<file path="src/rtl/alarm_clock_pkg.sv">
// Shared BCD time type, ring-state encoding and field limits
// for multi_alarm_clock.
package alarm_clock_pkg;

    localparam logic [7:0] SEC_MAX  = 8'h59;
    localparam logic [7:0] MIN_MAX  = 8'h59;
    localparam logic [7:0] HOUR_MAX = 8'h23;

    typedef struct packed {
        logic [7:0] hh;
        logic [7:0] mm;
        logic [7:0] ss;
    } bcd_time_t;

    typedef enum logic [1:0] {
        RS_IDLE   = 2'd0,
        RS_RING   = 2'd1,
        RS_SNOOZE = 2'd2
    } ring_state_e;

    function automatic logic [7:0] bcd_next(input logic [7:0] v,
                                            input logic [7:0] lim);
        if (v == lim)
            return 8'h00;
        if (v[3:0] == 4'd9)
            return {v[7:4] + 4'd1, 4'd0};
        return {v[7:4], v[3:0] + 4'd1};
    endfunction

endpackage

</file>
<file path="src/rtl/bcd_time_field.sv">
// One two-digit BCD field wrapping at LIMIT; inc and cin both
// advance it, cout flags a carry into the next field.
module bcd_time_field
    import alarm_clock_pkg::*;
#(
    parameter logic [7:0] LIMIT = SEC_MAX
) (
    input  logic       clk,
    input  logic       reset,
    input  logic       inc,
    input  logic       cin,
    output logic [7:0] value,
    output logic       cout
);

    assign cout = cin && (value == LIMIT);

    always_ff @(posedge clk or posedge reset) begin
        if (reset)
            value <= 8'h00;
        else if (inc || cin)
            value <= bcd_next(value, LIMIT);
    end

endmodule

</file>
<file path="src/rtl/multi_alarm_clock.sv">
// BCD clock with NUM_ALARMS alarms and a ring/snooze controller.
// Define SNOOZE_EN to build the snooze state and its timer.
module multi_alarm_clock
    import alarm_clock_pkg::*;
#(
    parameter int NUM_ALARMS  = 4,
    parameter int RING_SECS   = 60,
    parameter int SNOOZE_SECS = 300,
    // a single-alarm build still gets a 1-bit select
    localparam int SW = (NUM_ALARMS > 1) ? $clog2(NUM_ALARMS) : 1
) (
    input  logic                  clk,
    input  logic                  reset,
    input  logic                  tick_1hz,
    input  logic                  settime,
    input  logic                  upsec,
    input  logic                  upmin,
    input  logic                  uphour,
    input  logic [SW-1:0]         alarm_sel,
    input  logic                  alarm_upsec,
    input  logic                  alarm_upmin,
    input  logic                  alarm_uphour,
    input  logic [NUM_ALARMS-1:0] alarm_en,
    input  logic                  dismiss,
    input  logic                  snooze,
    output logic [23:0]           time_bcd,
    output logic [23:0]           alarm_bcd,
    output logic [NUM_ALARMS-1:0] match,
    output logic                  ringing,
    output logic [SW-1:0]         ring_id
);

    localparam logic [1:0] S_IDLE = RS_IDLE;
    localparam logic [1:0] S_RING = RS_RING;
    localparam int RW = $clog2(RING_SECS + 1);
    localparam logic [RW-1:0] RING_LOAD = RW'(RING_SECS);

    bcd_time_t             cur;
    bcd_time_t             alarm [NUM_ALARMS];
    logic [7:0]            t_ss, t_mm, t_hh;
    logic [7:0]            a_ss [NUM_ALARMS];
    logic [7:0]            a_mm [NUM_ALARMS];
    logic [7:0]            a_hh [NUM_ALARMS];
    logic                  run, ss_co, mm_co, hh_co_unused;
    logic                  tick_d;
    logic [NUM_ALARMS-1:0] hit;
    logic [SW-1:0]         first_hit;
    logic [1:0]            state;
    logic [RW-1:0]         ring_tmr;

`ifdef SNOOZE_EN
    localparam logic [1:0] S_SNOOZE = RS_SNOOZE;
    localparam int SNW = $clog2(SNOOZE_SECS + 1);
    localparam logic [SNW-1:0] SNOOZE_LOAD = SNW'(SNOOZE_SECS);
    logic [SNW-1:0] snz_tmr;
`else
    localparam int SNOOZE_SECS_UNUSED = SNOOZE_SECS;
    logic snooze_unused;
    assign snooze_unused = snooze;
`endif

    assign run = tick_1hz && !settime;

    bcd_time_field #(.LIMIT(SEC_MAX)) u_ss (
        .clk, .reset, .inc(settime && upsec), .cin(run),
        .value(t_ss), .cout(ss_co)
    );
    bcd_time_field #(.LIMIT(MIN_MAX)) u_mm (
        .clk, .reset, .inc(settime && upmin), .cin(ss_co),
        .value(t_mm), .cout(mm_co)
    );
    bcd_time_field #(.LIMIT(HOUR_MAX)) u_hh (
        .clk, .reset, .inc(settime && uphour), .cin(mm_co),
        .value(t_hh), .cout(hh_co_unused)
    );

    assign cur      = {t_hh, t_mm, t_ss};
    assign time_bcd = cur;

    for (genvar i = 0; i < NUM_ALARMS; i++) begin : g_alarm
        logic       sel;
        logic [2:0] co_unused;
        assign sel = (alarm_sel == SW'(i));
        bcd_time_field #(.LIMIT(SEC_MAX)) u_ss (
            .clk, .reset, .inc(sel && alarm_upsec), .cin(1'b0),
            .value(a_ss[i]), .cout(co_unused[0])
        );
        bcd_time_field #(.LIMIT(MIN_MAX)) u_mm (
            .clk, .reset, .inc(sel && alarm_upmin), .cin(1'b0),
            .value(a_mm[i]), .cout(co_unused[1])
        );
        bcd_time_field #(.LIMIT(HOUR_MAX)) u_hh (
            .clk, .reset, .inc(sel && alarm_uphour), .cin(1'b0),
            .value(a_hh[i]), .cout(co_unused[2])
        );
        assign alarm[i] = {a_hh[i], a_mm[i], a_ss[i]};
        assign hit[i]   = alarm_en[i] && (alarm[i] == cur);
    end

    always_comb begin
        alarm_bcd = '0;
        for (int i = 0; i < NUM_ALARMS; i++)
            if (alarm_sel == SW'(i))
                alarm_bcd = alarm[i];
    end

    always_comb begin
        first_hit = '0;
        for (int i = NUM_ALARMS - 1; i >= 0; i--)
            if (match[i])
                first_hit = SW'(i);
    end

    // compare one edge after a tick so only tick-driven time can match
    always_ff @(posedge clk or posedge reset) begin
        if (reset) begin
            tick_d <= 1'b0;
            match  <= '0;
        end else begin
            tick_d <= run;
            match  <= tick_d ? hit : '0;
        end
    end

    always_ff @(posedge clk or posedge reset) begin
        if (reset) begin
            state    <= S_IDLE;
            ring_id  <= '0;
            ring_tmr <= '0;
`ifdef SNOOZE_EN
            snz_tmr  <= '0;
`endif
        end else if (settime) begin
            state <= S_IDLE;
        end else begin
            case (state)
                S_IDLE: begin
                    if (|match) begin
                        state    <= S_RING;
                        ring_id  <= first_hit;
                        ring_tmr <= RING_LOAD;
                    end
                end
                S_RING: begin
                    if (!alarm_en[ring_id] || dismiss) begin
                        state <= S_IDLE;
`ifdef SNOOZE_EN
                    end else if (snooze) begin
                        state   <= S_SNOOZE;
                        snz_tmr <= SNOOZE_LOAD;
`endif
                    end else if (tick_1hz) begin
                        if (ring_tmr <= RW'(1)) begin
                            state    <= S_IDLE;
                            ring_tmr <= '0;
                        end else begin
                            ring_tmr <= ring_tmr - RW'(1);
                        end
                    end
                end
`ifdef SNOOZE_EN
                S_SNOOZE: begin
                    if (!alarm_en[ring_id] || dismiss) begin
                        state <= S_IDLE;
                    end else if (|match) begin
                        state    <= S_RING;
                        ring_id  <= first_hit;
                        ring_tmr <= RING_LOAD;
                    end else if (tick_1hz) begin
                        if (snz_tmr <= SNW'(1)) begin
                            state    <= S_RING;
                            snz_tmr  <= '0;
                            ring_tmr <= RING_LOAD;
                        end else begin
                            snz_tmr <= snz_tmr - SNW'(1);
                        end
                    end
                end
`endif
                default: state <= S_IDLE;
            endcase
        end
    end

    assign ringing = (state == S_RING);

endmodule

</file>
<file path="config.mk">
export PLATFORM = sky130hd
export DESIGN_NAME = multi_alarm_clock
export DESIGN_NICKNAME = d
export VERILOG_FILES = /design/src/rtl/alarm_clock_pkg.sv /design/src/rtl/bcd_time_field.sv /design/src/rtl/multi_alarm_clock.sv
export SDC_FILE = /design/constraint.sdc
export NUM_CORES = 1
export LEC_CHECK = 0
export ABC_AREA = 1
export BUFFER_PORTS_ARGS = -buffer_cell sky130_fd_sc_hd__buf_4
export CORE_ASPECT_RATIO = 1.25
export CORE_MARGIN = 5
export CORE_UTILIZATION = 40
export DETAILED_ROUTE_END_ITERATION = 8
export PLACE_DENSITY = 0.68
export SYNTH_ARGS = -nofsm -noshare
export SYNTH_HDL_FRONTEND = slang
export SYNTH_SLANG_ARGS = --single-unit
</file>
<file path="constraint.sdc">
create_clock -name clk -period 14.6 [get_ports clk]
set_input_delay 4.38 -clock clk [delete_from_list [all_inputs] [get_ports clk]]
set_output_delay 4.38 -clock clk [all_outputs]
set_load 0.02 [all_outputs]
</file>
## Word-level counts from Yosys, hierarchy flattened

Index checks and enable logic that the tools add are counted.

| word-level totals | value |
|---|---|
| memory bits (writable) | 0 |
| memory bits (read-only) | 0 |
| memories kept | 0 |
| logic and storage cells | 335 |
| flip-flop bits (word level) | 135 |
| bits in latches | 0 |
| bits of input ports | 18 |
| output and inout port bits | 55 |

| operators by class | value |
|---|---|
| reduce and logical (&&, ||, !) cells | 65 |
| bitwise gates (word level) | 1 |
| add/sub/neg operators | 31 |
| equal/unequal tests | 44 |
| mux-type cells | 157 |
| divide/modulo/power cells | 0 |
| $lt $le $gt $ge | 2 |
| shift operators | 0 |
| multiply operators | 0 |

Operators with widths:

| kind | number |
|---|---|
| two-way mux 8 bit | 60 |
| adder 4 x 1 -> 4 bit, second input constant | 30 |
| equality test 24 bit | 4 |
| two-way mux 24 bit | 4 |
| equality test 8 x 7 -> 1 bit, second input constant | 10 |
| two-way mux 1 bit | 76 |
| equality test 4 bit, second input constant | 15 |
| equality test 8 x 6 -> 1 bit, second input constant | 5 |
| nonzero test 2 bit | 16 |
| AND reduction 2 bit | 15 |
| two-way mux 6 bit | 4 |
| logical AND 1 bit | 22 |
| two-way mux 2 bit | 9 |
| one-hot mux 6 bit (2 select lines) | 1 |
| less-or-equal comparator 6 x 1 -> 1 bit, second input constant | 1 |
| inequality test 2 bit, second input constant | 3 |
| AND reduction 3 bit | 2 |
| subtractor 6 x 1 -> 6 bit, second input constant | 1 |
| AND reduction 5 bit | 1 |
| equality test 2 x 1 -> 1 bit, second input constant | 2 |
| equality test 2 bit, second input constant | 2 |
| logical NOT 2 bit | 2 |
| logical OR 1 bit | 4 |
| two-way mux 4 bit | 1 |
| other kinds (9) | 10 |

## Logic depth before layout (Yosys ltp)

Gate-level depths: netlist of the first run.

| depth | value |
|---|---|
| depth after elaboration | 10 |
| depth in mapped cells | 10 |
| depth with buffers taken out | 10 |

## By module

A second synthesis of the first run with hierarchy kept.

| second synthesis, totals | value |
|---|---|
| cells, all modules | 1618 |
| area total of the unflattened synthesis | 10682.7 um^2 |

By module, submodules not included:

| module | instances | cells an instance | seq. area each (um^2) | area an instance (um^2) |
|---|---|---|---|---|
| bcd_time_field (g_alarm[0].u_mm ...) | 9 | 62 | 200.2 | 485.5 |
| multi_alarm_clock | 1 | 671 | 350.3 | 3159.3 |
| bcd_time_field (g_alarm[0].u_hh ...) | 5 | 65 | 200.2 | 531.8 |
| bcd_time_field (u_ss) | 1 | 64 | 200.2 | 495.5 |

## Worst setup path after synthesis of the first run

No wires, ideal clock.

| timing path | value |
|---|---|
| kind | input to output |
| start point | input port alarm_sel[1] |
| end point | output port alarm_bcd[18] |
| cell stages on the path | 6 |
| path buffers | 1 |
| setup slack | 4.921 ns |
| arrival | 5.299 ns |
| data required time | 10.220 ns |
| cell sequence | inv_1 nand2_1 clkbuf_1 o21ai_0 a21oi_1 o21ai_0 |

| between the ends | value |
|---|---|
| longest elaborated chain between the ends | 5 |
| elaborated cells between the ends (all ways) | 8 |
| classes of those cells | eq/ne: 3; mux: 4; reduce/logical: 1 |

Ends and longest elaborated chain:

| element | line | RTL |
|---|---|---|
| from (decl) | multi_alarm_clock.sv:19 | `input logic [SW-1:0] alarm_sel,` |
| logical NOT 2 bit | multi_alarm_clock.sv:103 | `if (alarm_sel == SW'(i))` |
| two-way mux 24 bit (3 in series) | multi_alarm_clock.sv:103 |  |
| two-way mux 24 bit (*) | multi_alarm_clock.sv:103 |  |
| to (decl) | multi_alarm_clock.sv:27 | `output logic [23:0] alarm_bcd,` |

Mark *: on every way between the ends. The rest lies on a longest branch, timed or not.

## Worst setup path in the final report of the first run

Ends and elaborated chain as after synthesis.

==> summary.json, run 1 <==
{
  "critPathBufInv": 3,
  "run_status": "completed",
  "intPower_mw": 1.08,
  "leakage_nw": 5.19,
  "cts_max_level": 4,
  "route.antenna.remaining_nets": 0,
  "route.detailed.vias_per_inst": 5.51,
  "postSynthCellCount": 1300,
  "top_family_by_delay_on_critical_path": "compound AO/OA/AOI/OAI gates",
  "synthesis.area_um2": 9160,
  "detail_route.wirelength_mm": 30.3,
  "path_cells": "buf_4 -> inv_1 -> nand2_1 -> o21ai_0 -> a21oi_1 -> o21ai_0 -> buf_4",
  "holdCritStartpoint": "ring_tmr[1]",
  "die_boundary_width_um": 145,
  "layout_commonest_cell": "nand2_1",
  "layout.nets": 1446,
  "vias": 9186,
  "final_cells": 1667,
  "grt_remaining_overflow": 0,
  "pwr-share-clk_pct": 23.3,
  "tightestPinTransition_ps": 1010,
  "grt_first_pass_wirelength_mm": 47.7,
  "power.total_mw": 2.00,
  "dp.cells": 1635,
  "multiInputGateArea_um2": 5040,
  "ff_latch_area_um2": 3350,
  "net-switching-power_mw": 0.925,
  "routed_wire_length_per_instance_um": 18.2,
  "worstPathArrival_ps": 6160,
  "synth_async_sr_flop_share_pct": 100,
  "clock-skew-final_ps": 5.83,
  "fmax_mhz": 94.9,
  "dr.pass1.iters": 5,
  "design.die.area_um2": 26000,
  "groute.usage.overall_pct": 23.3,
  "synth-seq-area-share_pct": 36.6,
  "first_global_vias": 8900,
  "number_of_antenna_violations_at_the_first_check_in_global_routing": 0,
  "critPathLaunch": "alarm_sel[1]",
  "ys.warnings.count": 0,
  "fin_crit_ps": 10540,
  "grt_setup_unrepaired": "false",
  "drt_drc_violations_left": 0,
  "synth_flop_cell": "dfrtp_1",
  "timing_worst_setup_path_type": "in -> out",
  "largest_net_degree_at_the_start_of_global_routing": 74,
  "comb_power_share_pct": 40.1,
  "starting_density_of_the_core_pct": 40.2,
  "critical_path.reg2reg.startpoint": "u_mm.value[1]",
  "required_time_of_the_worst_setup_path_ps": 10220,
  "ys_top_cells_by_area": "dfrtp_1, nand2_1, ha_1",
  "post_cts_resize_count": 0,
  "post_route_cells_drive_above_1_share_pct": 8.56,
  "sw_frac_of_total_pct": 46.2,
  "worst_hold_slack_ps": 531,
  "setup_total_negative_slack_ps": 0,
  "worst-r2r-setup-slack_ps": 12380,
  "rows": 62,
  "cts.reportedPaths.clkPinSlew_ps": 60,
  "fin_crit_sh_pct": 72.2,
  "cts_setup_buffers": 0,
  "clock_latency_ps": 440,
  "cellPowerDensity_nw_per_um2": 189,
  "die_h_um": 179,
  "hpwlAfterDp_mm": 23.3,
  "synth_area_per_cell_um2": 7.05,
  "critPathMaxFanout": 24,
  "post_synth_num_cell_types": 29,
  "critPathCaptureType": "primary output",
  "critPathMaxStageDelay_ps": 590,
  "cts.sink_count": 134,
  "coreArea_um2": 22800,
  "globalplace.congestion": 1.01,
  "postSynthNetCount": 1380,
  "num-fill-cells": 2336,
  "ys_ff_latch": 134,
  "power.share.sequential_pct": 36.5,
  "io_pins": 73,
  "timing_hold_violations_final": 0,
  "post-synth-top-area-fraction_pct": 36.6,
  "timing.max_cap.violations": 0,
  "detail_route.iter0.violations": 934,
  "library_cell_occupying_the_most_area_in_the_post_synthesis_netlist": "dfrtp_1",
  "critical-path-slowest-cell": "nand2_1",
  "ir_worst_vdd_uv": 103,
  "tritoncts_clock_tree": "yes",
  "antenna_diode_count": 0,
  "number_of_flops_mapped_to_enable_cells_by_yosys": 0,
  "cts_buffer_depth": 2,
  "cts_root_buf": "clkbuf_16",
  "post_cts_hold_buffer_count": 0,
  "setup_viol_count_final": 0,
  "kind_of_start_point_of_the_critical_path": "input pin",
  "max-slew-margin-rel_pct": 32.3,
  "portBuffers": 71,
  "cts_made_buffers": 17,
  "report.final.slew_viol_count": 0,
  "area_growth_syn_to_layout_pct": 15.6,
  "mostFrequentLayoutCells": "nand2_1, inv_1, nor2_1",
  "min-delay-path-class": "reg -> reg"
}
-- path summary, 6_finish.rpt --
kind / end / depth (start not counted)
worst max-delay path: alarm_bcd[18] / 7
worst min register to register: ring_tmr[1] / 2
worst max register to register: u_hh.value[4] / 9
min in group asynchronous: g_alarm[1].u_ss.value[1] / 2
max in group asynchronous: u_mm.value[2] / 3
worst min-delay path: ring_tmr[1] / 2
-- Yosys cell counts, types with 7 or more instances --
| library cell | count |
|---|---|
| nand2_1 | 324 |
| inv_1 | 173 |
| nor2_1 | 145 |
| dfrtp_1 | 134 |
| o21ai_0 | 120 |
| nand3_1 | 89 |
| a21oi_1 | 64 |
| ha_1 | 62 |
| xor2_1 | 36 |
| o22ai_1 | 29 |
| nand4_1 | 25 |
| nor3_1 | 19 |
| clkbuf_1 | 17 |
| o31ai_1 | 9 |
| xnor2_1 | 8 |
| buf_2 | 7 |
| nor2_2 | 7 |
| nor3b_1 | 7 |
-- flip-flops by register name, indices dropped and copies added, names as in the netlist --
signal	flops
g_alarm.u_hh.value	32
g_alarm.u_mm.value	32
g_alarm.u_ss.value	32
u_hh.value	8
u_mm.value	8
u_ss.value	8
ring_tmr	6
match	4
ring_id	2
state	1
tick_d	1
-- metal layers --
metal  share of wire (%)  GRT usage [%]
met3                 7.1           4.50
met2                  47           38.9
met1                  39           27.8
met5                   0              0
met4                 6.5           14.3
-- final cells by class --
type / instances / area share [%]
multi-input cells: 965 / 47.6
flip-flops and latches: 134 / 31.7
inverters: 176 / 6.29
repair buffers: 72 / 5.11
clock buffers: 21 / 4.25
well taps: 288 / 3.40
clock inverters: 11 / 1.65
-- metrics by stage --
| stage | setup slack, ps | util [%] | instance area, um2 |
|---|---|---|---|
| 2_1_floorplan | 4920 | - | 9160 |
| 3_3_place_gp | 4200 | 43.7 | 9960 |
| 3_5_place_dp | 4140 | 43.7 | 9960 |
| 4_1_cts | 4060 | 46.4 | 10600 |
| 5_1_grt | 3960 | 46.4 | 10600 |
| 6_report | 4060 | 46.4 | 10600 |
-- power by group through the flow --
stage                     combinational, mW  sequential, mW  clock (mW)
after floorplan                       0.538           0.647           0
after global placement                0.777           0.725           0
after CTS                             0.799           0.723       0.471
after detailed placement              0.791           0.727           0
final                                 0.803           0.731       0.467
after global routing                  0.901           0.747       0.487
-- cell families after synthesis --
group / synth area share (%)
AND/OR/NAND/NOR: 29.1
AO/OA/AOI/OAI: 13.2
buffers and inverters: 8.35
flip-flops: 36.6
adder cells (fa/ha/maj): 8.47
XOR/XNOR: 4.21
-- worst register-to-register path, cell delays in order (launching register included) --
cell,delay [ps]
dfrtp_1,530
inv_1,270
ha_1,200
nand3_1,120
nor2_1,240
nand3_1,130
nand2_1,290
nand2_1,170
nand2_1,90
nand2_1,60
Note: power is estimated with default switching activity, not from simulation.
==> run 2, diff against run 1 <==
--- a/config.mk
+++ b/config.mk
@@ -11,7 +11,7 @@
 export CORE_MARGIN = 5
 export CORE_UTILIZATION = 40
 export DETAILED_ROUTE_END_ITERATION = 8
-export PLACE_DENSITY = 0.68
+export PLACE_DENSITY = 0.7
 export SYNTH_ARGS = -nofsm -noshare
 export SYNTH_HDL_FRONTEND = slang
 export SYNTH_SLANG_ARGS = --single-unit
==> constraint.sdc (replaced) <==
create_clock -name clk -period 8.6 [get_ports clk]
set_input_delay 2.58 -clock clk [delete_from_list [all_inputs] [get_ports clk]]
set_output_delay 2.58 -clock clk [all_outputs]
set_load 0.02 [all_outputs]
==> run 2 against run 1 <==
Cell count is the same. Global-route usage fell by 0.21 points. Non-clock buffer count stayed put. Sequential share of layout area decreased by 0.089 points. Critical path type unchanged. Largest cell class unchanged. Largest power group unchanged. Highest routed layer unchanged.
==> summary.json, run 2 (synthesis gave the netlist of run 1 again) <==
{
  "post_route_cells_drive_above_1_share_pct": 8.77,
  "route.antenna.remaining_nets": 0,
  "worstPathArrival_ps": 4380,
  "cts_buffer_depth": 2,
  "setup_viol_count_final": 0,
  "route.detailed.vias_per_inst": 5.50,
  "timing.max_cap.violations": 0,
  "num-fill-cells": 2317,
  "pwr-share-clk_pct": 23.8,
  "grt_remaining_overflow": 0,
  "sw_frac_of_total_pct": 45.8,
  "clock_latency_ps": 440,
  "run_status": "completed",
  "path_cells": "buf_4 -> inv_1 -> nand2_1 -> o21ai_0 -> a21oi_1 -> o21ai_0 -> buf_4",
  "routed_wire_length_per_instance_um": 18.1,
  "globalplace.congestion": 0.978,
  "timing_worst_setup_path_type": "in -> out",
  "post_cts_hold_buffer_count": 0,
  "critPathCaptureType": "primary output",
  "antenna_diode_count": 0,
  "drt_drc_violations_left": 0,
  "vias": 9172,
  "starting_density_of_the_core_pct": 40.2,
  "cts.reportedPaths.clkPinSlew_ps": 50,
  "rows": 62,
  "critPathMaxStageDelay_ps": 580,
  "layout_commonest_cell": "nand2_1",
  "first_global_vias": 8765,
  "hpwlAfterDp_mm": 23.3,
  "coreArea_um2": 22800,
  "largest_net_degree_at_the_start_of_global_routing": 72,
  "groute.usage.overall_pct": 23.1,
  "cts_max_level": 4,
  "cts_made_buffers": 17,
  "cts.sink_count": 134,
  "grt_first_pass_wirelength_mm": 47.3,
  "power.share.sequential_pct": 36.3,
  "required_time_of_the_worst_setup_path_ps": 6020,
  "report.final.slew_viol_count": 0,
  "tritoncts_clock_tree": "yes",
  "cellPowerDensity_nw_per_um2": 323,
  "kind_of_start_point_of_the_critical_path": "input pin",
  "design.die.area_um2": 26000,
  "detail_route.iter0.violations": 865,
  "mostFrequentLayoutCells": "nand2_1, inv_1, nor2_1",
  "net-switching-power_mw": 1.57,
  "fin_crit_ps": 6960,
  "max-slew-margin-rel_pct": 34.6,
  "intPower_mw": 1.86,
  "setup_total_negative_slack_ps": 0,
  "critPathMaxFanout": 24,
  "io_pins": 73,
  "layout.nets": 1446,
  "comb_power_share_pct": 39.9,
  "area_growth_syn_to_layout_pct": 15.9,
  "portBuffers": 71,
  "critPathBufInv": 3,
  "reg_top3": "g_alarm.u_hh.value: 32 flops, g_alarm.u_mm.value: 32 flops, g_alarm.u_ss.value: 32 flops",
  "top_family_by_delay_on_critical_path": "compound AO/OA/AOI/OAI gates",
  "detail_route.wirelength_mm": 30.2,
  "tightestPinTransition_ps": 979,
  "post_cts_resize_count": 0,
  "fin_crit_sh_pct": 81.0,
  "cts_root_buf": "clkbuf_16",
  "min-delay-path-class": "reg -> reg",
  "dr.pass1.iters": 8,
  "die_boundary_width_um": 145,
  "cts_setup_buffers": 0,
  "critical-path-slowest-cell": "nand2_1",
  "layout.core_utilization_pct": 46.6,
  "clock-skew-final_ps": 8.48,
  "timing_hold_violations_final": 0,
  "grt_setup_unrepaired": "false",
  "leakage_nw": 5.21,
  "fmax_mhz": 144,
  "number_of_antenna_violations_at_the_first_check_in_global_routing": 0,
  "ir_worst_vdd_uv": 148,
  "die_h_um": 179
}
==> run 2: changes by cell type in the layout (fill, tap and decap cells not counted) <==
cell       before  now
clkinv_2        1    4
clkbuf_1        3    0
clkinv_4        4    2
bufinv_16       4    5
clkbuf_8        1    2
==> run 2: worst register-to-register path, cell delays in order, from the launching register on <==
cell      delay, ps
dfrtp_1         470
clkinv_1        220
ha_1            210
nand3_1         120
nor2_1          380
nand3_1         160
nand2_1         300
nand2_1         170
nand2_1          90
nand2_1          50
==> run 2: final cells by class <==
class | instances | area [um2] | area share, %
multi-input cells | 965 | 5040 | 47.5
repair buffers | 72 | 541 | 5.09
clock buffers | 19 | 453 | 4.27
flip-flops and latches | 134 | 3350 | 31.6
inverters | 176 | 666 | 6.27
clock inverters | 13 | 203 | 1.91
well taps | 288 | 360 | 3.39
==> run 2: power by group through the flow <==
stage | sequential [mW] | combinational, mW | clock (mW)
final | 1.25 | 1.37 | 0.818
after global routing | 1.27 | 1.53 | 0.856
after CTS | 1.23 | 1.36 | 0.827
after detailed placement | 1.24 | 1.34 | 0
after global placement | 1.23 | 1.32 | 0
after floorplan | 1.10 | 0.914 | 0
==> run 2: final timing paths <==
| kind | start | to | slack [ps] | depth (start not counted) |
|---|---|---|---|---|
| worst min-delay path | ring_tmr[1] | ring_tmr[1] | 520 | 2 |
| max in group asynchronous | reset | g_alarm[3].u_hh.value[7] | 5050 | 3 |
| min in group asynchronous | reset | g_alarm[1].u_ss.value[0] | 2230 | 2 |
| worst max-delay path | alarm_sel[1] | alarm_bcd[22] | 1640 | 7 |
| worst min register to register | ring_tmr[1] | ring_tmr[1] | 520 | 2 |
| worst max register to register | u_ss.value[1] | u_hh.value[7] | 6310 | 9 |
==> run 2: per-stage QoR <==
stage | cell area [um2] | std cells | hold slack [ps] | total power, mW | worst slack (ps)
floorplan | 9160 | 1300 | 464 | 2.01 | 2440
global placement | 9960 | 1635 | 501 | 2.55 | 1820
detailed placement | 9960 | 1635 | 519 | 2.58 | 1780
CTS | 10600 | 1667 | 531 | 3.42 | 1770
global route | 10600 | 1667 | 559 | 3.66 | 1550
finish | 10600 | 1667 | 517 | 3.43 | 1640
==> run 2: routing by layer <==
layer / track usage (%) / vias up / part of all wire (%)
met5: 0 / - / 0
met4: 15.0 / 0 / 7.2
li1: - / 4353 / -
met1: 27.1 / 4303 / 40
met3: 3.92 / 126 / 6.0
met2: 39.1 / 390 / 47
==> run 3, diff against run 2 <==
==> constraint.sdc (replaced) <==
create_clock -name clk -period 6.25 [get_ports clk]
set_input_delay 1.875 -clock clk [delete_from_list [all_inputs] [get_ports clk]]
set_output_delay 1.875 -clock clk [all_outputs]
set_load 0.02 [all_outputs]
==> run 3 against run 2 <==
Sequential cell count did not move. Clock-buffer cell count rose by 4. Critical path type unchanged. Critical endpoint is now alarm_bcd[10]. Combinational power rose by 37%. Non-clock buffer count rose by 1. Cell count did not move. Cell area fell by 0.45%. First-iteration DRC count rose by 25%. Routed wire length rose by 0.46%. Sequential power rose by 37%. Via count rose by 0.52%. Largest power group unchanged.
==> summary.json, run 3 (synthesis gave the netlist of run 1 again) <==
{
  "run_status": "completed",
  "critPathLaunch": "alarm_sel[1]",
  "portBuffers": 71,
  "cts_setup_buffers": 0,
  "detail_route.wirelength_mm": 30.4,
  "num-fill-cells": 2321,
  "dpl_worst_slack_ps": 854,
  "grt.met2_usage_pct": 39.8,
  "comb_power_share_pct": 40.6,
  "gr-max-usage-layer": "met2",
  "die_h_um": 179,
  "design.die.area_um2": 26000,
  "globalplace.congestion": 0.984,
  "groute.usage.overall_pct": 23.2,
  "detail_route.iter0.violations": 1078,
  "pwr-share-clk_pct": 22.6,
  "io_pins": 73,
  "required_time_of_the_worst_setup_path_ps": 4380,
  "route.antenna.remaining_nets": 0,
  "rows": 62,
  "cts.sink_count": 134,
  "rr_endpoint": "u_hh.value[7]",
  "area_growth_syn_to_layout_pct": 15.4,
  "post_cts_resize_count": 0,
  "tritoncts_clock_tree": "yes",
  "fin_crit_ps": 5450,
  "cts_max_level": 4,
  "timing_hold_violations_final": 0,
  "grt_setup_unrepaired": "false",
  "final_cells": 1667,
  "cellPowerDensity_nw_per_um2": 439,
  "antenna_diode_count": 0,
  "largest_net_degree_at_the_start_of_global_routing": 104,
  "critPathCaptureType": "primary output",
  "report.final.slew_viol_count": 0,
  "timing_worst_setup_path_type": "in -> out",
  "route.detailed.vias_per_inst": 5.53,
  "hpwlAfterDp_mm": 23.4,
  "grt_first_pass_wirelength_mm": 47.9,
  "drt_drc_violations_left": 0,
  "timing.max_cap.violations": 0,
  "net-switching-power_mw": 2.15,
  "min-delay-path-class": "reg -> reg",
  "setup_total_negative_slack_ps": 0,
  "ir_worst_vdd_uv": 227,
  "clock_latency_ps": 440,
  "critPathMaxFanout": 24,
  "cts.reportedPaths.clkPinSlew_ps": 60,
  "worstPathArrival_ps": 3580,
  "clock-skew-final_ps": 9.18,
  "critical_path.reg2reg.startpoint": "u_mm.value[1]",
  "finalWorstSetupSlack_ps": 797,
  "kind_of_start_point_of_the_critical_path": "input pin",
  "fin_crit_sh_pct": 87.2,
  "setup_viol_count_final": 0,
  "mostFrequentLayoutCells": "nand2_1, inv_1, nor2_1",
  "sw_frac_of_total_pct": 46.4,
  "coreArea_um2": 22800,
  "die_boundary_width_um": 145,
  "cts_buffer_depth": 2,
  "grt_util_met1_pct": 27.9,
  "number_of_antenna_violations_at_the_first_check_in_global_routing": 0,
  "dp.cells": 1636,
  "max-slew-margin-rel_pct": 34.5,
  "worst-r2r-setup-slack_ps": 4010,
  "vias": 9220,
  "met3_usage_pct": 3.99,
  "min_delay_worst_endpoint": "ring_tmr[1]",
  "intPower_mw": 2.49,
  "tightestPinTransition_ps": 982,
  "starting_density_of_the_core_pct": 40.2,
  "dr.pass1.iters": 8,
  "cts_root_buf": "clkbuf_16",
  "reg_top3": "g_alarm.u_hh.value: 32 flops, g_alarm.u_mm.value: 32 flops, g_alarm.u_ss.value: 32 flops",
  "reg2reg_depth": 9,
  "post_route_cells_drive_above_1_share_pct": 8.56,
  "cts_made_buffers": 17,
  "layout_commonest_cell": "nand2_1",
  "post_cts_hold_buffer_count": 0,
  "multiInputGateArea_um2": 5040,
  "holdCritStartpoint": "ring_tmr[1]",
  "ff_latch_area_um2": 3350,
  "grt_remaining_overflow": 0,
  "fmax_mhz": 183,
  "power.total_mw": 4.64,
  "layout.nets": 1447,
  "leakage_nw": 5.19,
  "first_global_vias": 8752,
  "worst_hold_slack_ps": 517,
  "whs_path_depth": 2,
  "routed_wire_length_per_instance_um": 18.2,
  "power.share.sequential_pct": 36.8
}
[run 3: routing by layer]
metal / share of wire [%] / wire length, um
met1: 39 / 12000
met2: 48 / 14600
met3: 6.8 / 2080
met4: 5.7 / 1720
met5: 0 / 0
[run 3: cell type report]
class	count	area share, %
clock buffers	23	4.52
clock inverters	8	1.16
inverters	176	6.30
multi-input cells	965	47.7
flip-flops and latches	134	31.7
well taps	288	3.41
repair buffers	73	5.18
[run 3: worst max-delay path by stage]
stage,to,slack (ps),depth (start not counted)
5_1_grt,alarm_bcd[1],670,7
6_report,alarm_bcd[10],800,7
4_1_cts,alarm_bcd[7],850,7
3_5_place_dp,alarm_bcd[21],850,7
3_3_place_gp,alarm_bcd[21],870,7
2_1_floorplan,g_alarm[0].u_hh.value[0],790,1
[run 3: power groups by stage]
| stage | clock (mW) | combinational, mW | sequential (mW) |
|---|---|---|---|
| finish | 1.05 | 1.88 | 1.71 |
| global route | 1.10 | 2.11 | 1.75 |
| CTS | 1.05 | 1.87 | 1.69 |
| detailed placement | 0 | 1.85 | 1.70 |
| global placement | 0 | 1.81 | 1.69 |
| floorplan | 0 | 1.26 | 1.51 |
[run 3: through the flow]
step	util, %	instance area [um2]
global placement	43.7	9970
CTS	46.3	10600
detailed placement	43.7	9970
global route	46.3	10600
floorplan	-	9160
finish	46.3	10600
[run 3: worst max-delay path, cell delays in order]
cell and delay, ps:
buf_4 130, inv_1 130, nand2_1 550, o22ai_1 430
a21oi_1 70, o21ai_0 160, buf_4 210
